`config.mk`:
```
export PLATFORM = sky130hd
export DESIGN_NAME = alu_divider_seq
export DESIGN_NICKNAME = d
export VERILOG_FILES = /design/src/rtl/alu_divider_seq.sv
export SDC_FILE = /design/constraint.sdc
export NUM_CORES = 1
export LEC_CHECK = 0
export BUFFER_PORTS_ARGS = -buffer_cell sky130_fd_sc_hd__buf_2
export CORE_MARGIN = 3
export CORE_UTILIZATION = 39
export DETAILED_ROUTE_END_ITERATION = 16
export SLEW_MARGIN = 20
export SYNTH_ARGS = -nofsm -noshare
export SYNTH_HDL_FRONTEND = slang
export SYNTH_SLANG_ARGS = --single-unit
```
`constraint.sdc`:
```
create_clock -name clk -period 6.7 [get_ports clk]
set_clock_uncertainty 0.05 [all_clocks]
set_input_delay 1.675 -clock clk [delete_from_list [all_inputs] [get_ports clk]]
set_output_delay 1.675 -clock clk [all_outputs]
set_load 0.005 [all_outputs]
```
`src/rtl/alu_divider_seq.sv`:
```
// alu_divider_seq
//   Iterative radix-2 restoring integer divider, one quotient bit per clock.
//   Signed operands are divided as magnitudes and the signs are applied in a
//   final fix-up step (quotient truncates toward zero, remainder follows the
//   dividend). Divide-by-zero and the signed MIN / -1 overflow complete early.
//
// Ports
//   clk, rst              clock, synchronous active-high reset
//   in_valid / in_ready   operand handshake (in_ready high only when idle)
//   in_signed             1 = two's-complement operands, 0 = unsigned
//   dividend, divisor     LEN_DATA-bit operands
//   out_valid / out_ready result handshake
//   quotient, remainder   LEN_DATA-bit results, held after the handshake
//   div_zero              divisor was zero (qualified by out_valid)
module alu_divider_seq #(
  parameter int LEN_DATA = 32
) (
  input  logic                clk,
  input  logic                rst,
  input  logic                in_valid,
  output logic                in_ready,
  input  logic                in_signed,
  input  logic [LEN_DATA-1:0] dividend,
  input  logic [LEN_DATA-1:0] divisor,
  output logic                out_valid,
  input  logic                out_ready,
  output logic [LEN_DATA-1:0] quotient,
  output logic [LEN_DATA-1:0] remainder,
  output logic                div_zero
);

  localparam int W     = LEN_DATA;
  localparam int CNT_W = $clog2(W);
  localparam logic [W-1:0] MOST_NEG = {1'b1, {(W-1){1'b0}}};

  typedef enum logic [2:0] {S_IDLE, S_PREP, S_CALC, S_FIX, S_DONE} state_t;

  state_t             state_q, state_d;
  logic [CNT_W-1:0]   cnt_q, cnt_d;
  logic [W-1:0]       dvd_q, dvd_d;         // raw dividend as accepted
  logic [W-1:0]       dvs_q, dvs_d;         // raw divisor, then its magnitude
  logic [W-1:0]       quo_q, quo_d;         // dividend magnitude shifting out, quotient shifting in
  logic [W-1:0]       rem_q, rem_d;         // partial remainder (always < divisor, so W bits hold it)
  logic               sgn_op_q, sgn_op_d;
  logic               q_neg_q, q_neg_d;
  logic               r_neg_q, r_neg_d;
  logic [W-1:0]       quotient_q, quotient_d;
  logic [W-1:0]       remainder_q, remainder_d;
  logic               div_zero_q, div_zero_d;

  logic               dvd_neg, dvs_neg;
  logic [W:0]         trial;

  // Two's-complement negate when requested; modulo 2^W so MOST_NEG maps to itself.
  function automatic logic [W-1:0] neg_cond(input logic [W-1:0] v, input logic neg);
    return neg ? ((~v) + W'(1)) : v;
  endfunction

  assign dvd_neg = sgn_op_q & dvd_q[W-1];
  assign dvs_neg = sgn_op_q & dvs_q[W-1];

  // Shift the next dividend bit into the remainder and try to subtract the divisor.
  // A clear borrow bit (trial[W]) means the subtraction fits.
  assign trial = {rem_q, quo_q[W-1]} - {1'b0, dvs_q};

  always_comb begin
    state_d     = state_q;
    cnt_d       = cnt_q;
    dvd_d       = dvd_q;
    dvs_d       = dvs_q;
    quo_d       = quo_q;
    rem_d       = rem_q;
    sgn_op_d    = sgn_op_q;
    q_neg_d     = q_neg_q;
    r_neg_d     = r_neg_q;
    quotient_d  = quotient_q;
    remainder_d = remainder_q;
    div_zero_d  = div_zero_q;

    case (state_q)
      S_IDLE: begin
        if (in_valid) begin
          dvd_d    = dividend;
          dvs_d    = divisor;
          sgn_op_d = in_signed;
          state_d  = S_PREP;
        end
      end
      S_PREP: begin
        q_neg_d = dvd_neg ^ dvs_neg;
        r_neg_d = dvd_neg;
        quo_d   = neg_cond(dvd_q, dvd_neg);
        dvs_d   = neg_cond(dvs_q, dvs_neg);
        cnt_d   = CNT_W'(W - 1);
        rem_d   = '0;
        if (dvs_q == '0) begin
          quotient_d  = '1;
          remainder_d = dvd_q;
          div_zero_d  = 1'b1;
          state_d     = S_DONE;
        end else if (sgn_op_q && (dvd_q == MOST_NEG) && (dvs_q == '1)) begin
          // MIN / -1 overflows; the wrapped quotient is MIN itself.
          quotient_d  = dvd_q;
          remainder_d = '0;
          div_zero_d  = 1'b0;
          state_d     = S_DONE;
        end else begin
          state_d = S_CALC;
        end
      end
      S_CALC: begin
        if (!trial[W]) begin
          rem_d = trial[W-1:0];
        end else begin
          rem_d = {rem_q[W-2:0], quo_q[W-1]};
        end
        quo_d = {quo_q[W-2:0], ~trial[W]};
        if (cnt_q == '0) begin
          state_d = S_FIX;
        end else begin
          cnt_d = cnt_q - CNT_W'(1);
        end
      end
      S_FIX: begin
        quotient_d  = neg_cond(quo_q, q_neg_q);
        remainder_d = neg_cond(rem_q, r_neg_q);
        div_zero_d  = 1'b0;
        state_d     = S_DONE;
      end
      S_DONE: begin
        if (out_ready) begin
          state_d = S_IDLE;
        end
      end
      default: state_d = S_IDLE;
    endcase
  end

  always_ff @(posedge clk) begin
    if (rst) begin
      state_q     <= S_IDLE;
      cnt_q       <= '0;
      dvd_q       <= '0;
      dvs_q       <= '0;
      quo_q       <= '0;
      rem_q       <= '0;
      sgn_op_q    <= 1'b0;
      q_neg_q     <= 1'b0;
      r_neg_q     <= 1'b0;
      quotient_q  <= '0;
      remainder_q <= '0;
      div_zero_q  <= 1'b0;
    end else begin
      state_q     <= state_d;
      cnt_q       <= cnt_d;
      dvd_q       <= dvd_d;
      dvs_q       <= dvs_d;
      quo_q       <= quo_d;
      rem_q       <= rem_d;
      sgn_op_q    <= sgn_op_d;
      q_neg_q     <= q_neg_d;
      r_neg_q     <= r_neg_d;
      quotient_q  <= quotient_d;
      remainder_q <= remainder_d;
      div_zero_q  <= div_zero_d;
    end
  end

  assign in_ready  = (state_q == S_IDLE);
  assign out_valid = (state_q == S_DONE);
  assign quotient  = quotient_q;
  assign remainder = remainder_q;
  assign div_zero  = div_zero_q;

endmodule

```
==> results.cfg <==
[placed_design]
io_buffers = 135
gp_congestion = 0.9469
dp.cells = 2064
place_hpwl_um = 29700

[synth]
synth_cell_types = 68
synthTopCellsByArea = dfxtp_1 (33%), nand2_1 (6.9%), a21oi_1 (6.8%)
synth-edff-count = 0
synth-seq-cells = 204
synth_flop_cell = dfxtp_1
async_flop_share = 0
synth.largest_area_cell = dfxtp_1
yosysWarnings = 0
synthDominantCellAreaShare = 0.3280
synth_nets = 1745
synth_area_per_cell_um2 = 7.610
synthesis.area_mm2 = 0.01245
synthCells = 1636
ys_seq_area_frac = 0.3280

[detailed_routing]
drt_first_pass_iters = 5
antenna_left = 0
drt_iter0_drc = 874
vias_per_cell = 5.805
drc_errors = 0
drt-wirelength-per-cell_um = 19.20
routed_wl_um = 40440
num_vias = 12225

[floorplanning]
start_util = 0.4017
coreArea_mm2 = 0.03099
dieArea_mm2 = 0.03410
ioPinCount = 136
die_y_um = 184.7
fp.dieW_um = 184.7
row_count = 64

[power]
pwr-share-seq = 0.368
swShare = 0.3668
p_leak_nw = 5.531
clkPwrFrac = 0.323
combPwrFrac = 0.310
ir_worst_vdd_mv = 0.2246
fin_total_pwr_w = 0.004026
power_switching_w = 0.001477
power.density_mw_per_mm2 = 285.0
intPower_w = 0.002549

[sta]
fin_tns_setup_ns = 0
final-hold-violation-count = 0
max_slew_margin = 0.3443
finalSetupViolations = 0
drv_slew = 0
max_freq_mhz = 232.4
rsz0062_at_grt = no
tightestPinTransition_ns = 0.9823
whs_ns = 0.3970
period_needed_ns = 4.303
period_share = 0.6422

[worst_setup_path]
startpoint = dvs_q[9]
critPathArrivalTime_ns = 4.63
cp.required_ns = 7.03
end_kind = register
critPathLaunchType = register
rr_startpoint = dvs_q[9]
worstPathMaxFanout = 33
path_class = reg -> reg

[job]
cap_viol_max_count = 0

[final_layout]
fin_nets = 1803
regArea_mm2 = 0.004084
areaGrowthSynthToFinish_pct = 13.47
diodes = 0
nFillCells = 3199
multiInputGateArea_mm2 = 0.007747
instances_no_fill = 2106
drive_above_1_share = 0.1275

[clocking]
cts_tree = built
cts.hold.buffers_added = 0
path_clk_slew_ns = 0.06
cts_root_buffer = clkbuf_16
post_cts_buffers = 0
numCtsBuffers = 24
post_cts_resized = 0
clock_latency_ns = 0.53
cts_max_level = 1
cts_sinks = 204
clock_path_buffers = 3

[global_routing]
gr-total-overflow = 0
grt_max_degree = 72
grt_pass1_wl_um = 63420
grtUsageTotal = 0.2299
grt_pass1_vias = 11442
antenna_found_initial = 0

[outcome]
status = completed

[min_path]
hp-start = quotient[31]
hp-class = reg -> reg
## per-layer routing
metal	wire length [µm]	part of all wire	vias up	GRT usage
li1	-	-	6017	-
met2	19070	0.47	354	0.3921
met4	1224	0.030	0	0.06633
met1	18080	0.45	5790	0.3066
met5	0	0	-	0
met3	2071	0.051	64	0.02802
## layout by cell type, fill, tap and decap left out, drive strengths merged, types with 6 or more instances in the layout
cell type  synthesis  layout
and2               8       8
o21ai            114     114
dfxtp            204     204
o31ai             24      24
o221ai            16      16
nand4             17      17
nand3             28      28
and3              11      11
a211oi            18      18
a21oi            169     169
o41ai             12      12
mux2i             27      27
buf               23     153
a221oi            34      34
or4               18      18
nor2             134     134
or3                9       9
clkbuf            98      35
a2111oi            7       7
o211ai            14      14
xor2              50      50
nor2b             11      11
ha                39      39
nand2b            12      12
nand2            229     229
a32oi              6       6
nor4              12      12
a21o              14      14
inv               48      48
a22oi             33      33
nor3              66      66
nand3b             7       7
xnor2             74      74
## layout make-up
cell class                      count  area share
Multi-Input combinational cell   1263      0.5485
Clock buffer                       35     0.05040
Tap cell                          396     0.03508
Clock inverter                      7    0.005226
Inverter                           48     0.01275
Timing Repair Buffer              153     0.05899
Sequential cell                   204      0.2891
## state kept, by name, indices dropped and copies added (netlist names), 3 cells and up
| register | flops |
|---|---|
| dvs_q | 32 |
| quo_q | 32 |
| dvd_q | 32 |
| cnt_q | 5 |
| rem_q | 32 |
| quotient | 32 |
| remainder | 32 |
| state_q | 3 |
## synthesized netlist by cell type, drive strengths merged, types with 3 or more instances
cell,instances
or4,18
buf,23
inv,48
nor2b,11
nand2,229
nand4,17
o21ai,114
mux2i,27
a32oi,6
o31ai,24
nor3,66
nand3b,7
o221ai,16
o211ai,14
a21o,14
or2,5
nor4,12
a311oi,4
o22ai,5
and2,8
xnor2,74
o41ai,12
a31o,3
nand2b,12
or3,9
nor2,134
o21a,4
dfxtp,204
and3,11
a221oi,34
clkbuf,98
xor2,50
a2111oi,7
ha,39
nand3,28
a211oi,18
nor3b,3
a22oi,33
a21oi,169
o21bai,3
## metrics by stage
step	worst slack (ns)	instance area [µm²]	utilization
2_1_floorplan	3.432	12450	-
3_3_place_gp	2.534	13310	0.4296
3_5_place_dp	2.480	13340	0.4305
4_1_cts	2.463	14130	0.4558
5_1_grt	2.212	14130	0.4558
6_report	2.397	14130	0.4558
## logic make-up after synthesis
family / after synthesis / synth area share
buffers and inverters: 169 / 0.05327
AND/OR/NAND/NOR: 577 / 0.2137
AO/OA/AOI/OAI: 495 / 0.2547
multiplexers: 27 / 0.02171
XOR/XNOR: 124 / 0.08784
flip-flops: 204 / 0.3280
adder cells (fa/ha/maj): 40 / 0.04080
## power by group through the flow
| stage | clock, W | combinational, W | sequential, W |
|---|---|---|---|
| 6_report | 0.00130 | 0.00125 | 0.00148 |
| 4_1_cts | 0.00133 | 0.00124 | 0.00148 |
| 5_1_grt | 0.00138 | 0.00139 | 0.00150 |
| 3_5_place_dp | 0 | 0.00124 | 0.00150 |
| 3_3_place_gp | 0 | 0.00123 | 0.00150 |
| 2_1_floorplan | 0 | 0.000926 | 0.00144 |
## critical path: stages, from the launching register on
cell	delay, ns
dfxtp_1	0.38
or4_1	0.59
nor4_1	0.70
and4b_1	0.41
and3_1	0.42
a21o_1	0.21
o21a_2	0.58
buf_4	0.44
o211ai_1	0.18
o21ai_0	0.11
nor2_1	0.06
## worst paths after layout
check | endpoint | slack [ns] | cells past startpoint
hold reg to reg | quotient[31] | 0.40 | 2
hold / removal | quotient[31] | 0.40 | 2
setup reg to reg | remainder[28] | 2.40 | 10
setup / recovery | remainder[28] | 2.40 | 10
(Power assumes the default switching activity.)
